[config.mk]
export PLATFORM = sky130hd
export DESIGN_NAME = uart_tx_arbiter
export DESIGN_NICKNAME = d
export VERILOG_FILES = /design/src/rtl/uart_pkg.sv /design/src/rtl/rr_pick.sv /design/src/rtl/uart_tx_arbiter.sv
export SDC_FILE = /design/constraint.sdc
export NUM_CORES = 1
export LEC_CHECK = 0
export CAP_MARGIN = 5
export CELL_PAD_IN_SITES_DETAIL_PLACEMENT = 0
export CELL_PAD_IN_SITES_GLOBAL_PLACEMENT = 1
export CORE_MARGIN = 3
export CORE_UTILIZATION = 32
export DETAILED_ROUTE_END_ITERATION = 10
export HOLD_SLACK_MARGIN = 0.12
export PLACE_DENSITY = 0.81
export SETUP_SLACK_MARGIN = 0.15
export SYNTH_ARGS = -nofsm -noshare
export SYNTH_HDL_FRONTEND = slang
export SYNTH_SLANG_ARGS = --single-unit
[constraint.sdc]
create_clock -name CLK -period 2.25 [get_ports CLK]
set_input_delay 0.5625 -clock CLK [delete_from_list [all_inputs] [get_ports CLK]]
set_output_delay 0.5625 -clock CLK [all_outputs]
set_load 0.01 [all_outputs]
[src/rtl/uart_pkg.sv]
// Shared types and defaults for the UART transmit arbiter.
// Holds the FSM state encoding and the default pacing parameters.
package uart_pkg;

  localparam int BYTE_W           = 8;
  localparam int DEF_MAX_BURST    = 16;
  localparam int DEF_BUSY_TIMEOUT = 4096;

  typedef enum logic [2:0] {
    ST_ARB,
    ST_LOAD,
    ST_LAUNCH,
    ST_WAIT_BUSY,
    ST_WAIT_IDLE
  } arb_state_t;

endpackage

[src/rtl/rr_pick.sv]
// Combinational round-robin selector: one-hot grant of the first
// request at or after the pointer, searching upward with wrap.
module rr_pick #(
  parameter int N  = 4,
  parameter int PW = $clog2(N)
) (
  input  logic [N-1:0]  i_req,
  input  logic [PW-1:0] i_ptr,
  output logic [N-1:0]  o_gnt
);

  logic [PW:0] w_idx;
  logic        w_found;

  always_comb begin
    o_gnt   = '0;
    w_found = 1'b0;
    w_idx   = '0;
    for (int k = 0; k < N; k++) begin
      w_idx = {1'b0, i_ptr} + (PW+1)'(k);
      if (w_idx >= (PW+1)'(N)) begin
        w_idx = w_idx - (PW+1)'(N);
      end
      if (!w_found && i_req[w_idx[PW-1:0]]) begin
        o_gnt[w_idx[PW-1:0]] = 1'b1;
        w_found              = 1'b1;
      end
    end
  end

endmodule

[src/rtl/uart_tx_arbiter.sv]
// Round-robin, burst-locked sharing of one uart_send between N_REQ
// byte-stream requesters, paced by the sender's IDLE output.
module uart_tx_arbiter
  import uart_pkg::*;
#(
  parameter int N_REQ        = 4,
  parameter int MAX_BURST    = DEF_MAX_BURST,
  parameter int BUSY_TIMEOUT = DEF_BUSY_TIMEOUT
) (
  input  logic                      CLK,
  input  logic                      RST,
  input  logic [N_REQ-1:0]          REQ_VALID,
  input  logic [BYTE_W*N_REQ-1:0]   REQ_DATA,
  input  logic [N_REQ-1:0]          REQ_LAST,
  output logic [N_REQ-1:0]          REQ_ACK,
  output logic [BYTE_W-1:0]         TX_DATA,
  output logic                      TX_DATA_READY,
  input  logic                      TX_IDLE,
  output logic [N_REQ-1:0]          GRANT,
  output logic                      BUSY,
  output logic                      ERR
);

  localparam int PW = $clog2(N_REQ);
  localparam int TW = $clog2(BUSY_TIMEOUT + 1);

  arb_state_t        r_state, w_state_n;
  logic [N_REQ-1:0]  r_grant, w_grant_n;
  logic              r_busy, w_busy_n;
  logic [7:0]        r_burst, w_burst_n;
  logic [PW-1:0]     r_ptr, w_ptr_n;
  logic [TW-1:0]     r_tmo, w_tmo_n;
  logic              r_last, w_last_n;
  logic [BYTE_W-1:0] r_tx_data, w_data_n;

  logic [N_REQ-1:0]  w_pick;
  logic [N_REQ-1:0]  w_ack;
  logic              w_rdy, w_err, w_rel;
  logic [PW-1:0]     w_owner, w_ptr_inc;
  logic [BYTE_W-1:0] w_odata;
  logic              w_ovalid, w_olast;

  rr_pick #(.N(N_REQ), .PW(PW)) u_pick (
    .i_req (REQ_VALID),
    .i_ptr (r_ptr),
    .o_gnt (w_pick)
  );

  always_comb begin
    w_owner = '0;
    w_odata = '0;
    for (int i = 0; i < N_REQ; i++) begin
      if (r_grant[i]) begin
        w_owner = PW'(i);
        w_odata = REQ_DATA[BYTE_W*i +: BYTE_W];
      end
    end
  end

  assign w_ovalid  = |(REQ_VALID & r_grant);
  assign w_olast   = |(REQ_LAST & r_grant);
  assign w_ptr_inc = (w_owner == PW'(N_REQ-1)) ? '0
                   : w_owner + PW'(1);

  always_comb begin
    w_state_n = r_state;
    w_grant_n = r_grant;
    w_busy_n  = r_busy;
    w_burst_n = r_burst;
    w_ptr_n   = r_ptr;
    w_tmo_n   = r_tmo;
    w_last_n  = r_last;
    w_data_n  = r_tx_data;
    w_ack     = '0;
    w_rdy     = 1'b0;
    w_err     = 1'b0;
    w_rel     = 1'b0;
    unique case (r_state)
      ST_ARB: begin
        if (r_grant == '0) begin
          if (|REQ_VALID) begin
            w_grant_n = w_pick;
            w_busy_n  = 1'b1;
            if (TX_IDLE) w_state_n = ST_LOAD;
          end
        end else if (!w_ovalid) begin
          w_rel = 1'b1;
        end else if (TX_IDLE) begin
          w_state_n = ST_LOAD;
        end
      end
      ST_LOAD: begin
        w_data_n = w_odata;
        w_ack    = r_grant;
        w_last_n = w_olast;
        if (r_burst < 8'(MAX_BURST)) begin
          w_burst_n = r_burst + 8'd1;
        end
        w_state_n = ST_LAUNCH;
      end
      ST_LAUNCH: begin
        w_rdy     = 1'b1;
        w_tmo_n   = '0;
        w_state_n = ST_WAIT_BUSY;
      end
      ST_WAIT_BUSY: begin
        if (!TX_IDLE) begin
          w_state_n = ST_WAIT_IDLE;
        end else if (r_tmo == TW'(BUSY_TIMEOUT-1)) begin
          // Sender never took the byte: abandon this owner.
          w_err     = 1'b1;
          w_rel     = 1'b1;
          w_state_n = ST_ARB;
        end else begin
          w_tmo_n = r_tmo + TW'(1);
        end
      end
      ST_WAIT_IDLE: begin
        if (TX_IDLE) begin
          w_state_n = ST_ARB;
          if (r_last || !w_ovalid ||
              r_burst == 8'(MAX_BURST)) begin
            w_rel = 1'b1;
          end
        end
      end
      default: w_state_n = ST_ARB;
    endcase
    if (w_rel) begin
      w_grant_n = '0;
      w_busy_n  = 1'b0;
      w_burst_n = '0;
      w_ptr_n   = w_ptr_inc;
    end
  end

  always_ff @(posedge CLK) begin
    if (RST) begin
      r_state   <= ST_ARB;
      r_grant   <= '0;
      r_busy    <= 1'b0;
      r_burst   <= '0;
      r_ptr     <= '0;
      r_tmo     <= '0;
      r_last    <= 1'b0;
      r_tx_data <= '0;
    end else begin
      r_state   <= w_state_n;
      r_grant   <= w_grant_n;
      r_busy    <= w_busy_n;
      r_burst   <= w_burst_n;
      r_ptr     <= w_ptr_n;
      r_tmo     <= w_tmo_n;
      r_last    <= w_last_n;
      r_tx_data <= w_data_n;
    end
  end

  // Pulses are masked while RST is high so an abort never leaks one.
  assign REQ_ACK       = RST ? '0 : w_ack;
  assign TX_DATA_READY = RST ? 1'b0 : w_rdy;
  assign ERR           = RST ? 1'b0 : w_err;
  assign TX_DATA       = r_tx_data;
  assign GRANT         = r_grant;
  assign BUSY          = r_busy;

endmodule

## Word level (Yosys, flattened, before mapping)

Cells that the tools add are included.
W data, S select, Z words.

- Input bits: 43
- Output and inout port bits: 19
- RAM bits: 0
- Memories kept: 0
- Memory bits (read-only): 0
- Latch bits: 0
- Word-level logic and storage cells: 132
- Flip-flop bits (word level): 40

- Div/mod/pow operators: 0
- Order comparisons: 13
- Multiply operators: 0
- Mux-type cells: 59
- Reduce and logical (&&, ||, !) cells: 24
- Add/subtract/negate cells: 10
- Equality and inequality tests: 13
- Shift operators: 0
- Bitwise logic cells: 5

Operator list:

| kind | number |
|---|---|
| $mux W8 | 4 |
| $mux W13 | 2 |
| $pmux W13 S2 | 1 |
| $mux W4 | 6 |
| $mux W1 | 22 |
| $mux W3 | 7 |
| $pmux W3 S5 | 1 |
| $mux W2 | 7 |
| $add A13 B1 Y13 const B | 1 |
| $eq A13 B12 Y1 const B | 1 |
| $lt A2 B3 Y1 const B | 4 |
| $or A4 B4 Y4 | 3 |
| $reduce_or A4 Y1 | 3 |
| $ge A3 B3 Y1 const B | 3 |
| $ne A3 B3 Y1 const B | 3 |
| $add A8 B1 Y8 const B | 1 |
| $and A4 B4 Y4 | 2 |
| $bmux W1 S2 | 4 |
| $demux W1 S2 | 4 |
| $eq A8 B5 Y1 const B | 1 |
| $ge A2 B1 Y1 const B | 4 |
| $lt A8 B5 Y1 const B | 1 |
| $sub A2 B1 Y2 const B | 4 |
| $logic_and A1 B1 Y1 | 7 |
| other kinds (19) | 28 |

## Logic depth before layout (Yosys ltp)

- Word-level depth: 14
- Mapped depth: 8

## By module

A second synthesis with hierarchy kept.

- Cells, all modules: 279
- Area total of the unflattened synthesis: 2412.3 sq um

By module, submodules not included:

| module | sequential area each (sq um) | area an instance (sq um) | times used | cells each |
|---|---|---|---|---|
| uart_tx_arbiter | 800.8 | 2109.5 | 1 | 249 |
| rr_pick | 0.0 | 302.8 | 1 | 30 |

## Worst setup path before layout

Ideal clock, no wire load.

- Path type: reg2reg
- Start: register r_ptr[0]
- End: register r_grant[0], in the netlist GRANT[0]
- Clock period less this slack: 2436 ps
- Slack: -186 ps
- Arrival time: 2358 ps
- Required time: 2172 ps
- Stages on the path, launching flop included: 9
- Path through: dfxtp_1 -> clkbuf_1 -> inv_1 -> ha_1 -> or3b_2 -> a2111o_1 -> nand3_1 -> a221oi_1 -> nor3_1

- Word-level cells in the longest chain between the ends: 14
- Elaborated cells on any way between the ends: 59
- Those cells by class: 7 x add/sub; 12 x order compare; 27 x mux; 3 x bitwise; 10 x reduce/logical

Ends and longest elaborated chain:

| item | line | text |
|---|---|---|
| start, declared | uart_tx_arbiter.sv:31 | `logic [PW-1:0] r_ptr, w_ptr_n;` |
| start signal, assigned | uart_tx_arbiter.sv:152 | `r_ptr <= w_ptr_n;` |
| parallel branches: the longest is 13 deep, another holds $add A2 B1 Y3 | - |  |
| $mux W4 (*) | rr_pick.sv:24 | `if (!w_found && i_req[w_idx[PW-1:0]]) begin` |
| end signal, assigned | uart_tx_arbiter.sv:149 | `r_grant <= w_grant_n;` |
| end, declared | uart_tx_arbiter.sv:28 | `logic [N_REQ-1:0] r_grant, w_grant_n;` |

Mark *: on every way between the ends. The select of a mux whose other input is x is not followed.
A chain may end at the register's enable or synchronous reset.

## Worst setup path in the final report

- Start: register r_tmo[0]
- End: output ERR

- Word-level cells in the longest chain between the ends: 5

Ends and longest elaborated chain:

| item | line | text |
|---|---|---|
| start, declared | uart_tx_arbiter.sv:32 | `logic [TW-1:0] r_tmo, w_tmo_n;` |
| start signal, assigned | uart_tx_arbiter.sv:153 | `r_tmo <= w_tmo_n;` |
| $eq A13 B12 Y1 | uart_tx_arbiter.sv:109 | `end else if (r_tmo == TW'(BUSY_TIMEOUT-1)) begin` |
| $mux W1 | uart_tx_arbiter.sv:109 |  |
| $mux W1 | uart_tx_arbiter.sv:107 | `if (!TX_IDLE) begin` |
| $mux W1 | uart_tx_arbiter.sv:78 | `unique case (r_state)` |
| $mux W1 | uart_tx_arbiter.sv:162 | `assign ERR = RST ? 1'b0 : w_err;` |
| end, declared | uart_tx_arbiter.sv:21 | `output logic ERR` |

No other way between the ends.

==> summary.md <==
| Metric | Value |
|---|---|
| Post-DRT Antenna Nets | `0` |
| Vias in the first global route | `between 2000 and 2500` |
| DRT Pass-1 Iters | `4` |
| Number of synthesized flops with an enable pin | `0` |
| Port Buffer Count | `slightly above 60` |
| CTS tree | `done` |
| Layout fillers | `667` |
| Crit-path slowest cell | `dfxtp_2` |
| Outcome | `finished clean` |
| Worst Min Path Start | `r_burst[5]` |
| Ys flop type | `dfxtp_1` |
| Detailed Route WL | `~6.9 mm` |
| Tot Pwr | `between 3 and 4 mW` |
| CP delay by family, top | `simple AND/OR/NAND/NOR gates` |
| Fin crit share | `about 95%` |
| Worst min-delay path class | `reg2reg` |
| Worst-path maximum fanout | `2` |
| Iteration-0 DRC Markers | `212` |
| CTS Buf Count | `5` |
| Placeable core region | `0.00698 sq mm` |
| Placed insts | `469` |
| Pwr Density | `887 mW/mm^2` |
| Gr ovfl total | `0` |
| Die W | `approximately 92 um` |
| Total track usage | `between 15 and 20%` |
| Clock skew | `about 0.0060 ns` |
| RSZ-0062 raised after global routing | `yes` |
| WL per Instance | `14.3 um` |
| First-pass GRT wire length | `between 10 and 15 mm` |
| Largest net degree at the start of global routing | `23` |
| Slew Limit Fails | `0` |
| Data required, critical path | `1.69 ns` |
| Vias/cell | `between 5 and 6` |
| Slew @ Worst Pin | `~0.51 ns` |
| Yosys warns | `0` |
| Post-layout util | `about 51%` |
| Nets | `approximately 440` |
| Clock Path Buffers | `2` |
| Hpwl dp | `about 5.2 mm` |
| Share of cells above drive strength 1 | `23.6%` |
| Vias | `approximately 2500` |
| Worst setup SP type | `flop` |
| Worst hold slack | `about 0.43 ns` |
| Clock H-tree levels | `2` |
| Max Clk Rate | `0.470 GHz` |
| DP Area | `0.00339 sq mm` |
| Post-synth cell types | `50` |
| Peak VDD IR | `between 0.3 and 0.4 mV` |
| # diodes | `0` |
| #FFs+latches synth | `40` |
| Syn-to-layout area delta | `49.8%` |
| Sink Count | `40` |
| Final Cell Area | `around 0.0036 sq mm` |
| Sequential area share after synthesis | `~34%` |
| Syn avg cell area | `about 8.4 sq um` |
| Commonest non-fill, non-tap cell in the layout | `clkdlybuf4s50_1` |
| Max stage delay on crit path | `0.35 ns` |
| # setup viols final | `0` |
| Worst setup startpoint | `r_tmo[0]` |
| Final Hold Viols | `0` |
| Post-synth ARST share | `0%` |
| Die span in y | `approximately 92 um` |
| Most frequent cells in the layout | `50 x clkdlybuf4s50_1, 47 x buf_4, 35 x nor2_1` |
| Gpl congestion | `~0.82` |
| Clock root cell | `clkbuf_8` |
| Syn nets | `roughly 340` |
| Clk Latency, worst-skew pair | `0.29 ns` |
| Mapped Cells | `around 280` |
| Mapped Area | `between 0.002 and 0.0025 sq mm` |
| # rows | `30` |
| CP cell instances | `ha_4, and2_4, and4_1, and3_4, nor2b_1, buf_2` |
| DRC viols | `0` |
| Critical Path Sink Type | `output pin` |
| Critical R2R Launch | `r_ptr[0]` |
| WS Path Type | `reg2out` |
| Final Critical Period | `approximately 2.1 ns` |
| Max-cap violations | `0` |
| Clock transition at path regs | `about 0.07 ns` |
| WP buf/inv | `1` |
| Max_slew headroom | `65.8%` |
| Die area | `~0.0085 sq mm` |
| IO Pins | `62` |
| Leak | `~1.4 nW` |
| Starting Density | `about a third` |
| CP arrival | `1.57 ns` |
| Finished Layout Cells | `between 400 and 500` |
| Antenna violations before repair | `0` |
==> cell families after synthesis <==
kind of cell / synth area share, %
and+or+nand+nor: 28.7
AOI/OAI and AO/OA: 22.9
DFF: 33.6
buffers and inverters: 4.52
adders and majority gates: 5.78
xor gates and xnor gates: 2.21
muxes: 2.31
==> cell type report <==
| cell class | instances | area [sq um] | area share, % |
|---|---|---|---|
| clock inverter | 2 | 35.0 | 0.982 |
| inverter | 8 | 33.8 | 0.947 |
| timing repair buffer | 109 | 947 | 26.6 |
| multi-input combinational | 221 | 1550 | 43.4 |
| sequential | 40 | 808 | 22.7 |
| tap | 96 | 120 | 3.37 |
| clock buffer | 6 | 72.6 | 2.04 |
==> final timing paths <==
check / endpoint / slack [ns] / cells past startpoint
worst max-delay path: ERR / 0.12 / 6
worst min-delay path: r_burst[5] / 0.43 / 2
worst max register to register: GRANT[3] / 0.24 / 7
worst min register to register: r_burst[5] / 0.43 / 2
==> layer usage <==
metal  vias to the layer above  routed length, um  global-route usage (%)
met5                         -                  0                       0
met4                         0                 65                    4.08
met3                         6                387                    3.69
met2                        74               3140                    26.5
met1                      1179               3280                    21.0
li1                       1273                  -                       -
==> Yosys cell counts, types with 3 or more instances <==
| library cell | n | share of area (%) |
|---|---|---|
| a21oi_1 | 15 | 3.2 |
| o211ai_1 | 8 | 2.5 |
| and4_1 | 3 | 1.1 |
| inv_1 | 8 | 1.3 |
| ha_1 | 11 | 5.8 |
| nand4_1 | 6 | 1.6 |
| a221oi_1 | 5 | 1.8 |
| clkbuf_1 | 11 | 1.7 |
| nand2_1 | 11 | 1.7 |
| a22oi_1 | 18 | 5.7 |
| and2_1 | 9 | 2.4 |
| and3_1 | 3 | 0.79 |
| o31ai_1 | 4 | 1.3 |
| a221o_1 | 4 | 1.7 |
| o21ai_0 | 16 | 3.4 |
| nor4_1 | 4 | 1.1 |
| nor2b_1 | 7 | 1.8 |
| xor2_1 | 3 | 1.1 |
| or3_1 | 8 | 2.1 |
| xnor2_1 | 3 | 1.1 |
| nand3_1 | 8 | 1.7 |
| dfxtp_1 | 40 | 34 |
| nor3b_1 | 5 | 1.6 |
| nor3_1 | 8 | 1.7 |
| nor2_1 | 35 | 5.5 |
==> worst reg2reg max path, cell delays in order, from the launching register on <==
cell and delay, ns:
dfxtp_2 0.36, clkinvlp_4 0.12, ha_4 0.30, mux4_2 0.32, nor2b_1 0.19, a221o_1 0.29, a221oi_1 0.24, nor3_1 0.07
==> flip-flops by register name, summed over array words and instances, names as in the netlist <==
register and flops:
GRANT 4, r_ptr 2, r_state 3, TX_DATA 8, r_burst 8, BUSY 1
r_last 1, r_tmo 13
==> stage by stage <==
step                      worst slack, ns  setup TNS, ns
after global routing               0.0552              0
after global placement             -0.271          -4.37
after CTS                         -0.0253        -0.0253
final                               0.122              0
after detailed placement           -0.309          -5.32
after floorplan                     0.151              0
==> report_power, final <==
| part | switching (mW) | internal (mW) |
|---|---|---|
| combinational | 0.825 | 0.823 |
| sequential | 0.101 | 0.842 |
| clock | 0.243 | 0.329 |
==> timing repair <==
| action | in CTS | in global routing |
|---|---|---|
| setup endpoints to repair | 22 | 12 |
| pin swaps | 2 | 2 |
| hold buffers | 0 | 0 |
| gates cloned | 1 | 0 |
| resized for setup | 23 | 17 |
| buffers inserted | 1 | 3 |
(Power assumes the default switching activity.)
